### config.mk
export PLATFORM = sky130hd
export DESIGN_NAME = branch_offset_encoder
export DESIGN_NICKNAME = d
export VERILOG_FILES = /design/src/rtl/branch_offset_encoder.sv
export SDC_FILE = /design/constraint.sdc
export NUM_CORES = 1
export LEC_CHECK = 0
export ABC_CLOCK_PERIOD_IN_PS = 7900
export BUFFER_PORTS_ARGS = -buffer_cell sky130_fd_sc_hd__buf_2
export CORE_MARGIN = 1.5
export CORE_UTILIZATION = 37
export CTS_BUF_LIST = sky130_fd_sc_hd__clkbuf_4 sky130_fd_sc_hd__clkbuf_8
export DETAILED_ROUTE_END_ITERATION = 10
export SLEW_MARGIN = 10
export SYNTH_ARGS = -nofsm -noshare
export SYNTH_HDL_FRONTEND = slang
export SYNTH_SLANG_ARGS = --single-unit
### constraint.sdc
create_clock -name Clk -period 7.9 [get_ports Clk]
set_input_delay 0 -clock Clk [delete_from_list [all_inputs] [get_ports Clk]]
set_output_delay 0 -clock Clk [all_outputs]
set_load 0.005 [all_outputs]
### src/rtl/branch_offset_encoder.sv
// Maps a PC-relative offset to the lowest index of a writable 8-entry table by sequential scan.
// One entry per cycle: hit at i answers i+1 cycles after acceptance, miss after 8; result held until RspReady.
module branch_offset_encoder #(
   parameter int W = 10
) (
   input  logic         Clk,
   input  logic         Reset,
   input  logic         WrEn,
   input  logic [2:0]   WrAddr,
   input  logic [W-1:0] WrData,
   input  logic         ReqValid,
   output logic         ReqReady,
   input  logic [W-1:0] ReqTarget,
   output logic         RspValid,
   input  logic         RspReady,
   output logic [2:0]   RspAddr,
   output logic         RspHit
);

   typedef enum logic [1:0] {IDLE, SCAN, RESP} state_t;

   // Reset contents are signed offsets, sign-extended to whatever W is chosen.
   localparam logic [W-1:0] RST_TAB [8] = '{
      W'(2), W'(-5), W'(-6), W'(-7), W'(-8), W'(-13), W'(-14), W'(-17)
   };

   state_t       state_q, state_d;
   logic [2:0]   idx_q, idx_d;
   logic [W-1:0] target_q, target_d;
   logic [2:0]   addr_q, addr_d;
   logic         hit_q, hit_d;
   logic [W-1:0] tab_q [8];
   logic [W-1:0] tab_d [8];

   always_comb begin
      state_d  = state_q;
      idx_d    = idx_q;
      target_d = target_q;
      addr_d   = addr_q;
      hit_d    = hit_q;
      tab_d    = tab_q;
      if (WrEn) begin
         tab_d[WrAddr] = WrData;
      end
      // The scan compares against tab_q, so a same-cycle write to the entry under test is not seen.
      case (state_q)
         IDLE: begin
            if (ReqValid) begin
               target_d = ReqTarget;
               idx_d    = 3'd0;
               state_d  = SCAN;
            end
         end
         SCAN: begin
            if (tab_q[idx_q] == target_q) begin
               addr_d  = idx_q;
               hit_d   = 1'b1;
               state_d = RESP;
            end else if (idx_q == 3'd7) begin
               addr_d  = 3'd0;
               hit_d   = 1'b0;
               state_d = RESP;
            end else begin
               idx_d = idx_q + 3'd1;
            end
         end
         RESP: begin
            if (RspReady) begin
               state_d = IDLE;
            end
         end
         default: state_d = IDLE;
      endcase
   end

   always_ff @(posedge Clk or posedge Reset) begin
      if (Reset) begin
         state_q  <= IDLE;
         idx_q    <= 3'd0;
         target_q <= '0;
         addr_q   <= 3'd0;
         hit_q    <= 1'b0;
         tab_q    <= RST_TAB;
      end else begin
         state_q  <= state_d;
         idx_q    <= idx_d;
         target_q <= target_d;
         addr_q   <= addr_d;
         hit_q    <= hit_d;
         tab_q    <= tab_d;
      end
   end

   assign ReqReady = (state_q == IDLE);
   assign RspValid = (state_q == RESP);
   assign RspAddr  = addr_q;
   assign RspHit   = hit_q;

endmodule

# --- Word-level counts from Yosys, hierarchy flattened ---
# Index checks and enable logic that the tools add are counted.
totals:
  reg_bits: 99
  inputBits: 28
  word_cells: 55
classes:
  addsub: 1
  bitwise_logic: 2
  order_cmp: 3
  n_mux: 19
  n_reduce_logical: 8
  eq_ne: 9
op_table:
  columns: ["cell", "n"]
  rows:
  - ["$bwmux 80", 1]
  - ["$bmux 10 s3", 1]
  - ["$demux 10 s3", 1]
  - ["$mux 10", 3]
  - ["$mux 3", 5]
  - ["$eq 10x10->1", 1]
  - ["$ge 4x4->1 const B", 2]
  - ["$mux 2", 4]
  - ["$not 3->4", 2]
  - ["$ne 2x2->1 const B", 3]
  - ["$pmux 2 s3", 1]
  - ["$pmux 3 s2", 1]
  - ["$lt 4x1->1 const B", 1]
  - ["$reduce_and 2->1", 2]
  - ["$reduce_and 4->1", 1]
  - ["$reduce_bool 2->1", 2]
  - ["$add 3x1->3 const B", 1]
  - ["$eq 3x3->1 const B", 1]
  - ["$ne 3x3->1 const B", 1]
  - ["$reduce_and 3->1", 1]
  - ["$eq 2x1->1 const B", 1]
  - ["$eq 2x2->1 const B", 1]
  - ["$logic_not 2->1", 1]
  - ["$mux 1", 2]
  - ["2 further kinds", 2]

# --- Logic depth before layout (Yosys ltp) ---
# Gate-level depths: netlist of run 1.
depth:
  depth_word: 7
  mapped_depth: 9
  depth_no_buf: 7

# --- Least setup slack after synthesis of run 1 ---
# OpenSTA, ideal clock, no wires.
synth_timing:
  path_kind: "reg2reg"
  from: "reg idx_q[2]"
  to: "reg idx_q[0]"
  arrival_ns: 2.206
  setup_slack_ns: 5.566
  path_buffers: 2
  stages_incl_launch_ff: 10
  synth_period_minus_slack_ns: 2.334
  required_ns: 7.772
  cell_sequence: "dfrtp_1 buf_2 buf_2 mux4_2 mux2i_1 xor2_1 nand4_1 nor4_4 nor3b_2 mux2_1"
synth_between:
  elab_chain_cells: 7
synth_lines:
  columns: ["item", "line_no", "rtl"]
  rows:
  - ["from (decl)", "28", "logic [2:0] idx_q, idx_d;"]
  - ["from (signal assigned)", "86", "idx_q <= idx_d;"]
  - ["$not 3->4 (implied by the code)", "55", "if (tab_q[idx_q] == target_q) begin"]
  - ["$bmux 10 s3", "55", null]
  - ["$mux 10 (implied by the code) (2 in a row)", "55", null]
  - ["$eq 10x10->1", "55", null]
  - ["$ne 2x2->1 (no source line)", null, null]
  - ["$reduce_and 4->1 (no source line) (*)", null, null]
# Every way passes the cells marked *; elsewhere a longest branch is shown, timed or not. The select of a mux whose other input is x is not followed.
# A chain may end at the register's enable or synchronous reset.

# --- Worst setup path in the final report of run 1 ---
layout_timing:
  from: "reg idx_q[1]"
  to: "reg idx_q[1]"
layout_between:
  elab_chain_cells: 7
layout_lines:
  columns: ["item", "line_no"]
  rows:
  - ["$not 3->4 (implied by the code)", "55"]
  - ["$bmux 10 s3", "55"]
  - ["$mux 10 (implied by the code) (2 in a row)", "55"]
  - ["$eq 10x10->1", "55"]
  - ["$ne 2x2->1 (no source line)", null]
  - ["$reduce_and 4->1 (no source line)", null]
# Several ways; a longest one is shown, not always the timed one. The select of a mux whose other input is x is not followed.

==> reports/results.ini, run 1 <==
[grt]
track_usage_pct=16.18
grt_pass1_vias=2768
grt_max_degree=59
overflow=0
grt_pass1_wl_um=15560
antenna_found_initial=0

[sta]
post-route-period-util_pct=37.86
final_hold_viol_count=0
period_needed_ps=2991
finalClockSkew_ps=13.64
relSlewSlack_pct=17.23
final.setup.worst_slack_ps=4909
worst_pin_slew_ps=1236
tns_ps=0
slew_violations=0
setup_viol=0
rsz0062_at_grt=false
max_freq_mhz=334.4

[synthesis]
synth_cells=316
yosysUniqueCellTypes=36
syn_nets=346
yosysSeqAreaShare_pct=54.83
synth_flop_cell=dfstp_2
synthesis.area_um2=4648
synth_edf_count=0
syn_avg_cell_area_um2=14.71
ys_warn_count=0
async_flop_share_pct=100.0
synth_seq_cells=99

[layout]
area_growth_pct=15.40
stdcell_count=542
layout_common_cells=97 x mux2_2, 57 x dfstp_2, 42 x dfrtp_1
final_common_cell=mux2_2
num-nets-final=399
antenna-diode-count=0
drive_above_1_share_pct=60.16

[cts]
clkLatencyLatePin_ps=370
cts_tree=yes
htree_levels=3
cts-root-buf=clkbuf_8
cts.clk_slew.worst_paths_ps=90
cts_buffers=9
clock_path_buffers=2
cts_num_sinks=99
postCtsSetupRepairBufs=0

[setup_path]
cp_cell_sequence=buf_4, mux4_2, mux2i_1, xor2_1, nand4_1, nor4_4, nor3b_2, mux2_1
arrival_ps=3250
regToRegStartpoint=idx_q[1]$_DFFE_PP0P_
crit_buf_inv=1
r2r_slack_ps=4910
end_kind=flop
crit_type=reg -> reg
cp_top_family=multiplexers
crit_required_ps=8150
cp-start-kind=flop
setup.worst_path.start=idx_q[1]$_DFFE_PP0P_
slowest_delay_ps=590
critPathSlowestCell=dfrtp_1
critical_path.max_fanout=23

[worst_hold_path]
holdCritPathClass=in -> reg
hold_start=WrData[0]

[floorplanning]
core_um2=12110
die_area_um2=13240
row_count=40
ios=34
initial_core_util_pct=38.38
die_h_um=115.1
die_w_um=115.1

[drt]
final_antenna_net_count=0
initialDrtViolationCount=154
via_per_inst=4.980
vias=2699
drc=0
route.detailed.wl_per_inst_um=18.04
drtPass1Iterations=4
routed_wl_um=9778

[place]
place_ws_ps=4850
numPortBuffers=33
placed_cells=505
gp_congestion=0.7264
dp_hpwl_um=6240

[status]
outcome=finished, final reports clean

[pwr]
leakage_nw=2.201
ir_drop_mv=0.1069
powerDensity_nw_per_um2=310.8

[flow_run]
maxCapViolations=0

-- logic make-up (layout without fill, tap and decap cells) --
kind of cell	count (synthesis)	after routing	synth area share, %
adder cells (fa/ha/maj)	2	2	0.5383
AO/OA/AOI/OAI	20	20	3.042
buffers and inverters	21	79	2.342
AND/OR/NAND/NOR	42	42	5.572
multiplexers	127	127	32.73
XOR/XNOR	5	5	0.9421
flip-flops	99	99	54.83
-- what timing repair did --
| item | in CTS | in global routing |
|---|---|---|
| endpoints found under the hold margin | 104 | 0 |
| gates resized for setup | 0 | 0 |
| hold buffers | 21 | 0 |
-- stage by stage --
stage               cell area [um2]  util (%)  hold slack [ps]  power [mW]
floorplan                      4648         -            107.6       1.250
global placement               4985     41.16            131.5       1.369
detailed placement             4985     41.16            141.5       1.384
CTS                            5364     44.29            3.885       1.690
global route                   5364     44.29            23.46       1.777
finish                         5364     44.29            19.38       1.667
-- metal layers --
layer | vias up | share of wire, % | GRT usage (%) | routed length (um)
met4 | 0 | 1.9 | 6.667 | 183
met1 | 1381 | 50 | 22.88 | 4874
met5 | - | 0 | 0 | 0
li1 | 1259 | - | - | -
met2 | 46 | 46 | 24.72 | 4464
met3 | 13 | 2.6 | 2.847 | 255
-- state kept, by name, indices dropped and copies added (netlist names) --
signal and count:
tab_q 80, target_q 10, RspAddr 3, idx_q 3, RspHit 1, state_q 2
-- area by class of cell --
cell class / instances / area (um2)
Clock buffer: 11 / 138.9
Clock inverter: 5 / 30.03
Fill cell: 1136 / 6748
Inverter: 5 / 20.02
Multi-Input combinational cell: 196 / 2011
Sequential cell: 99 / 2549
Tap cell: 168 / 210.2
Timing Repair Buffer: 58 / 405.4
-- where the power goes --
part	internal [mW]	switching (mW)	total [mW]
combinational	0.320	0.254	0.574
sequential	0.686	0.112	0.798
clock	0.121	0.174	0.295
total	1.13	0.540	1.67
-- synth_stat cells, types with 2 or more instances --
library cell | number | area, um2
a22o_1 | 3 | 26.28
buf_1 | 2 | 7.510
buf_2 | 3 | 15.01
buf_6 | 3 | 33.78
clkbuf_1 | 7 | 26.28
dfrtp_1 | 42 | 1051
dfstp_2 | 57 | 1498
ha_1 | 2 | 25.02
inv_1 | 5 | 18.77
mux2_1 | 3 | 33.78
mux2_2 | 97 | 1092
mux2i_1 | 17 | 170.2
mux4_2 | 10 | 225.2
nand2_1 | 7 | 26.28
nand2b_1 | 3 | 18.77
nand3_1 | 3 | 15.01
nand4_1 | 4 | 25.02
nand4b_1 | 4 | 35.03
nor2_1 | 5 | 18.77
nor2b_1 | 4 | 25.02
nor3_1 | 3 | 15.01
nor3b_1 | 2 | 15.01
o21ai_0 | 6 | 30.03
o22ai_1 | 3 | 18.77
o2bb2ai_1 | 4 | 35.03
or3_1 | 3 | 18.77
xor2_1 | 5 | 43.79
-- worst paths after layout --
check | endpoint | cells past startpoint
hold reg to reg | RspHit$_DFFE_PP0P_ | 2
setup reg to reg | idx_q[1]$_DFFE_PP0P_ | 8
setup / recovery | idx_q[1]$_DFFE_PP0P_ | 8
hold / removal | tab_q[0]$_DFFE_PP1P_ | 2
max in group asynchronous | tab_q[30]$_DFFE_PP0P_ | 4
min in group asynchronous | target_q[2]$_DFFE_PP0P_ | 3
Power figures use the tool's default switching activity.
==> run 2: changes to the inputs <==
--- a/config.mk
+++ b/config.mk
@@ -5,7 +5,7 @@
 export SDC_FILE = /design/constraint.sdc
 export NUM_CORES = 1
 export LEC_CHECK = 0
-export ABC_CLOCK_PERIOD_IN_PS = 7900
+export ABC_CLOCK_PERIOD_IN_PS = 3050
 export BUFFER_PORTS_ARGS = -buffer_cell sky130_fd_sc_hd__buf_2
 export CORE_MARGIN = 1.5
 export CORE_UTILIZATION = 37
==> constraint.sdc (replaced) <==
create_clock -name Clk -period 3.05 [get_ports Clk]
set_input_delay 0 -clock Clk [delete_from_list [all_inputs] [get_ports Clk]]
set_output_delay 0 -clock Clk [all_outputs]
set_load 0.005 [all_outputs]
==> run 2 against run 1 <==
Net effect:
- clock-buffer cell count did not move
- via count rose by 2.4%
- clock skew shrank 4.8 ps
- cell count grew 1.3%
- die area stayed put
- global-route usage barely moved
- largest power group unchanged
- wire length grew 0.10%
- final area up 1.8%
- sequential cell count stayed put
- total power rose to 2.7 times the previous value
- highest routed layer unchanged
- combinational power increased to 2.7 times the previous value
- critical path depth unchanged
==> reports/results.ini, run 2 (synthesis gave the netlist of run 1 again) <==
[cts]
clkLatencyLatePin_ps=380
cts_tree=yes
cts.clk_slew.worst_paths_ps=100
cts_num_sinks=99
clock_path_buffers=2
cts-root-buf=clkbuf_8
htree_levels=3
cts_resized=0
cts_buffers=9

[place]
dp_hpwl_um=6403
placed_cells=511
place_area_um2=5042
place_ws_ps=216.6
numPortBuffers=33
gp_congestion=0.7714

[drt]
routed_wl_um=9788
final_antenna_net_count=0
vias=2765
drtPass1Iterations=4
route.detailed.wl_per_inst_um=17.83
via_per_inst=5.036
drc=0
initialDrtViolationCount=134

[floorplanning]
row_count=40
core_um2=12110
initial_core_util_pct=38.38
die_h_um=115.1
die_w_um=115.1
ios=34
die_area_um2=13240

[pwr]
powerDensity_nw_per_um2=815.3
ir_drop_mv=0.2717
total_power_mw=4.452
seqPwrFrac_pct=46.0
leakage_nw=2.249
combPwrFrac_pct=34.8
switchingPower_mw=1.406
p_int_mw=3.046
swShare_pct=31.58
p_clk_share_pct=19.3

[setup_path]
crit_type=reg -> reg
crit_required_ps=3320
cp-start-kind=flop
setup.worst_path.start=idx_q[1]$_DFFE_PP0P_
regToRegStartpoint=idx_q[1]$_DFFE_PP0P_
critical_path.max_fanout=12
end_kind=flop
arrival_ps=3080

[grt]
grt_pass1_vias=2844
overflow=0
antenna_found_initial=0
grt_max_degree=53
grt_pass1_wl_um=15750
track_usage_pct=16.18

[worst_hold_path]
holdCritPathClass=in -> reg
hold_start=WrAddr[1]

[flow_run]
maxCapViolations=0

[layout]
drive_above_1_share_pct=60.63
final_common_cell=mux2_2
antenna-diode-count=0
largest_register_ffs=80
area_growth_pct=17.47
layout_common_cells=97 x mux2_2, 57 x dfstp_2, 42 x dfrtp_1
top_register=tab_q
num-nets-final=406
stdcell_count=549
post-route-cell-area_um2=5460
post-route-util_pct=45.08
reg_top3=tab_q (80), target_q (10)

[sta]
finalClockSkew_ps=8.789
final_hold_viol_count=0
worst_pin_slew_ps=898.6
period_needed_ps=2811
rsz0062_at_grt=false
slew_violations=0
setup_viol=0
post-route-period-util_pct=92.16
final.setup.worst_slack_ps=239.1
max_freq_mhz=355.8
tns_ps=0
whs_ps=301.7
relSlewSlack_pct=39.91

[status]
outcome=finished, final reports clean

-- run 2: cell types whose count changed in the layout (fill, tap and decap cells not counted), sizes merged --
cell and change:
clkinvlp +1, dlygate4sd3 +1, bufinv +1, buf +6, inv -1, clkinv -1
-- run 2: worst paths after layout --
kind                                         endpoint  slack, ps  depth (start not counted)
worst min-delay path            tab_q[36]$_DFFE_PP1P_        300                          4
worst min register to register     RspHit$_DFFE_PP0P_        480                          2
worst max-delay path             idx_q[2]$_DFFE_PP0P_        240                          8
max in group asynchronous       tab_q[29]$_DFFE_PP1P_       1940                          4
worst max register to register   idx_q[2]$_DFFE_PP0P_        240                          8
min in group asynchronous       tab_q[12]$_DFFE_PP0P_        320                          3
-- run 2: area by class of cell --
| class | instances | area, um2 |
|---|---|---|
| multi-input cells | 196 | 2011 |
| flip-flops and latches | 99 | 2549 |
| well taps | 168 | 210.2 |
| clock buffers | 11 | 145.1 |
| inverters | 5 | 20.02 |
| repair buffers | 65 | 473.0 |
| fillers | 1131 | 6651 |
| clock inverters | 5 | 52.55 |
-- run 2: critical path, cell delays in order (launching register included) --
cell and delay, ps:
dfrtp_1 720, buf_4 310, mux2_2 360, o22ai_1 180, nor3_1 60, nand4b_1 220
nor4_4 400, nor3b_2 130, mux2_1 320
-- run 2: power groups by stage --
stage / combinational [mW] / sequential [mW] / clock [mW]
finish: 1.55 / 2.05 / 0.858
global route: 1.70 / 2.10 / 0.927
CTS: 1.57 / 2.05 / 0.883
detailed placement: 1.54 / 2.07 / 0
global placement: 1.50 / 2.08 / 0
floorplan: 1.31 / 1.93 / 0
-- run 2: routing by layer --
layer  track usage, %  wire length, um
met1            22.34             4755
met2            24.96             4451
met3            3.479              391
met4            6.502              189
met5                0                0
-- run 2: what timing repair did --
action / 4_1_cts / 5_1_grt
setup endpoints to repair: 0 / 0
hold buffers: 22 / 0
setup buffers: 0 / 0
hold endpoints to repair: 119 / 0
==> run 3: changes to the inputs <==
--- a/config.mk
+++ b/config.mk
@@ -5,6 +5,7 @@
 export SDC_FILE = /design/constraint.sdc
 export NUM_CORES = 1
 export LEC_CHECK = 0
+export ABC_AREA = 1
 export ABC_CLOCK_PERIOD_IN_PS = 3050
 export BUFFER_PORTS_ARGS = -buffer_cell sky130_fd_sc_hd__buf_2
 export CORE_MARGIN = 1.5
==> run 3 against run 2 <==
Net effect:
- setup slack improved by 650 ps
- sequential share of layout area fell by 0.94 points
- via count up 47%
- clock skew is 4.7 ps lower
- area after synthesis grew 3.8%
- clock power rose by 24%
- worst hold slack got worse by 250 ps
- die area up 3.7%
- critical path depth grew 4
- fmax rose by 30%
- total power up 4.8%
- sequential cell count stayed put
==> reports/results.ini, run 3 <==
[pwr]
p_clk_share_pct=22.7
combPwrFrac_pct=36.7
p_int_mw=2.912
total_power_mw=4.663
swShare_pct=37.55
powerDensity_nw_per_um2=836.8
seqPwrFrac_pct=40.6
switchingPower_mw=1.751
leakage_nw=2.713
ir_drop_mv=0.4353

[grt]
track_usage_pct=19.20
grt_pass1_vias=3931
antenna_found_initial=0
grt_pass1_wl_um=19910
grt_max_degree=46
overflow=0

[layout]
layout_common_cells=222 x nand2_1, 91 x o21ai_0, 70 x inv_1
top_register=tab_q
seqCellArea_um2=2549
n_fill_cell=1286
largest_register_ffs=80
drive_above_1_share_pct=18.14
reg_top3=tab_q (80), target_q (10)
num-nets-final=692
final_common_cell=nand2_1
area_growth_pct=15.54
antenna-diode-count=0
multi_input_area_um2=1841

[setup_path]
crit_required_ps=3290
cp-start-kind=flop
arrival_ps=2400
end_kind=flop
setup.worst_path.start=idx_q[0]$_DFFE_PP0P_
crit_type=reg -> reg
slowest_delay_ps=450
regToRegStartpoint=idx_q[0]$_DFFE_PP0P_
cpMostUsedCell=nand2_1
critPathSlowestCell=buf_4
critical_path.max_fanout=45
cp_cell_sequence=buf_4, nand2_1, nand3_1, nand3_1, nand2_1, nand2_1, nand2_1, nand2_1, nor2_2, nand4_2, nand3_1, o21ai_1

[sta]
rsz0062_at_grt=false
period_needed_ps=2158
slew_violations=0
max_freq_mhz=463.4
whs_ps=46.73
tns_ps=0
finalClockSkew_ps=4.050
worst_pin_slew_ps=881.8
setup_viol=0
relSlewSlack_pct=41.05
final_hold_viol_count=0
post-route-period-util_pct=70.76

[cts]
clkLatencyLatePin_ps=360
cts_resized=0
cts-root-buf=clkbuf_8
cts_num_sinks=99
cts_tree=yes
htree_levels=3
cts.clk_slew.worst_paths_ps=90
cts_buffers=9
clock_path_buffers=2

[floorplanning]
ios=34
die_w_um=117.2
die_h_um=117.2
die_area_um2=13730
initial_core_util_pct=38.07
row_count=41
core_um2=12670

[flow_run]
maxCapViolations=0

[place]
numPortBuffers=33
gp_congestion=0.7746
dp_hpwl_um=7365

[synthesis]
synth_area_leaders=dfstp_2 31%, dfrtp_1 22%, nand2_1 17%
synth_edf_count=0
synth_seq_cells=99
synth_cells=622
syn_nets=652
synthesis.area_um2=4823
syn_avg_cell_area_um2=7.755
synth_flop_cell=dfstp_2
yosysUniqueCellTypes=23
synthTopCellsByCount=222 x nand2_1, 91 x o21ai_0, 71 x inv_1
yosysSeqAreaShare_pct=52.84
synth_top_area_share_pct=31.05
async_flop_share_pct=100.0
yosysMostFrequentCell=nand2_1
ys_warn_count=0
yosysTopAreaCell=dfstp_2

[worst_hold_path]
holdCritPathClass=in -> reg
hold_start=ReqValid

[drt]
drc=0
routed_wl_um=12000
initialDrtViolationCount=336
final_antenna_net_count=0
via_per_inst=4.839
drtPass1Iterations=5
vias=4060
route.detailed.wl_per_inst_um=14.30

[status]
outcome=finished, final reports clean

## run 3: cell count changes in the layout (fill, tap and decap cells not counted), moves of 4 or more
| cell | change |
|---|---|
| o2bb2ai_1 | -4 |
| nor2_1 | +19 |
| mux2i_1 | -17 |
| nand4b_1 | -4 |
| xor2_1 | -5 |
| inv_1 | +66 |
| mux4_2 | -10 |
| nand2_1 | +215 |
| o21ai_0 | +85 |
| mux2_2 | -97 |
| nor2b_1 | -4 |
| nand3_1 | +56 |
## run 3: final timing paths
path                       slack, ps  cells past startpoint                endpoint
setup / recovery                 890                     12  RspAddr[0]$_DFFE_PP0P_
hold / removal                    50                      3  state_q[0]$_DFFE_PP0P_
setup reg to reg                 890                     12  RspAddr[0]$_DFFE_PP0P_
hold reg to reg                  490                      2   tab_q[72]$_DFFE_PP0P_
max in group asynchronous       1880                      4   tab_q[66]$_DFFE_PP1P_
min in group asynchronous        280                      3   tab_q[12]$_DFFE_PP0P_
## run 3: power groups by stage
stage | Clock [mW] | Sequential [mW] | Combinational (mW)
final | 1.06 | 1.89 | 1.71
after global routing | 1.15 | 1.93 | 1.97
after CTS | 1.08 | 1.89 | 1.72
after detailed placement | 0 | 1.91 | 1.69
after global placement | 0 | 1.91 | 1.65
after floorplan | 0 | 1.86 | 1.35
## run 3: worst max-delay path: cells and delay by family, from the launching register on
kind | cells | cell delay (ps)
flip-flops | 1 | 390
AND/OR/NAND/NOR | 10 | 1130
buffers and inverters | 1 | 450
AO/OA/AOI/OAI | 1 | 70
## run 3: through the flow
| stage | utilization, % | cells | setup WS (ps) | instance area, um2 |
|---|---|---|---|---|
| finish | 43.98 | 839 | 891.9 | 5573 |
| global route | 43.98 | 839 | 606.6 | 5573 |
| CTS | 43.98 | 839 | 886.2 | 5573 |
| detailed placement | 40.19 | 801 | 897.1 | 5092 |
| global placement | 40.19 | 801 | 959.0 | 5092 |
| floorplan | - | 622 | 553.9 | 4823 |
## run 3: metal layers
layer | vias up | share of wire, % | global-route usage, %
met5 | - | 0 | 0
met4 | 0 | 1.3 | 6.345
met3 | 13 | 3.7 | 3.296
met2 | 82 | 48 | 33.02
met1 | 1934 | 47 | 24.61
li1 | 2031 | - | -
## run 3: layout make-up
| class | count | area share [%] |
|---|---|---|
| clock inverter | 4 | 1.706 |
| inverter | 73 | 4.984 |
| sequential | 99 | 45.73 |
| clock buffer | 12 | 2.964 |
| multi-input combinational | 418 | 33.03 |
| timing repair buffer | 61 | 7.723 |
| tap | 172 | 3.862 |
## run 3: cell families (layout without fill, tap and decap cells)
logic type / count (synthesis) / count (layout) / share of synthesized area, %
AO/OA/AOI/OAI: 99 / 99 / 10.38
adder cells (fa/ha/maj): 2 / 2 / 0.5187
buffers and inverters: 105 / 150 / 9.105
flip-flops: 99 / 99 / 52.84
AND/OR/NAND/NOR: 317 / 317 / 27.16
## run 3: repair_timing
item,in CTS,in global routing
endpoints found under the hold margin,47,0
hold buffers,22,0
buffers inserted,0,0
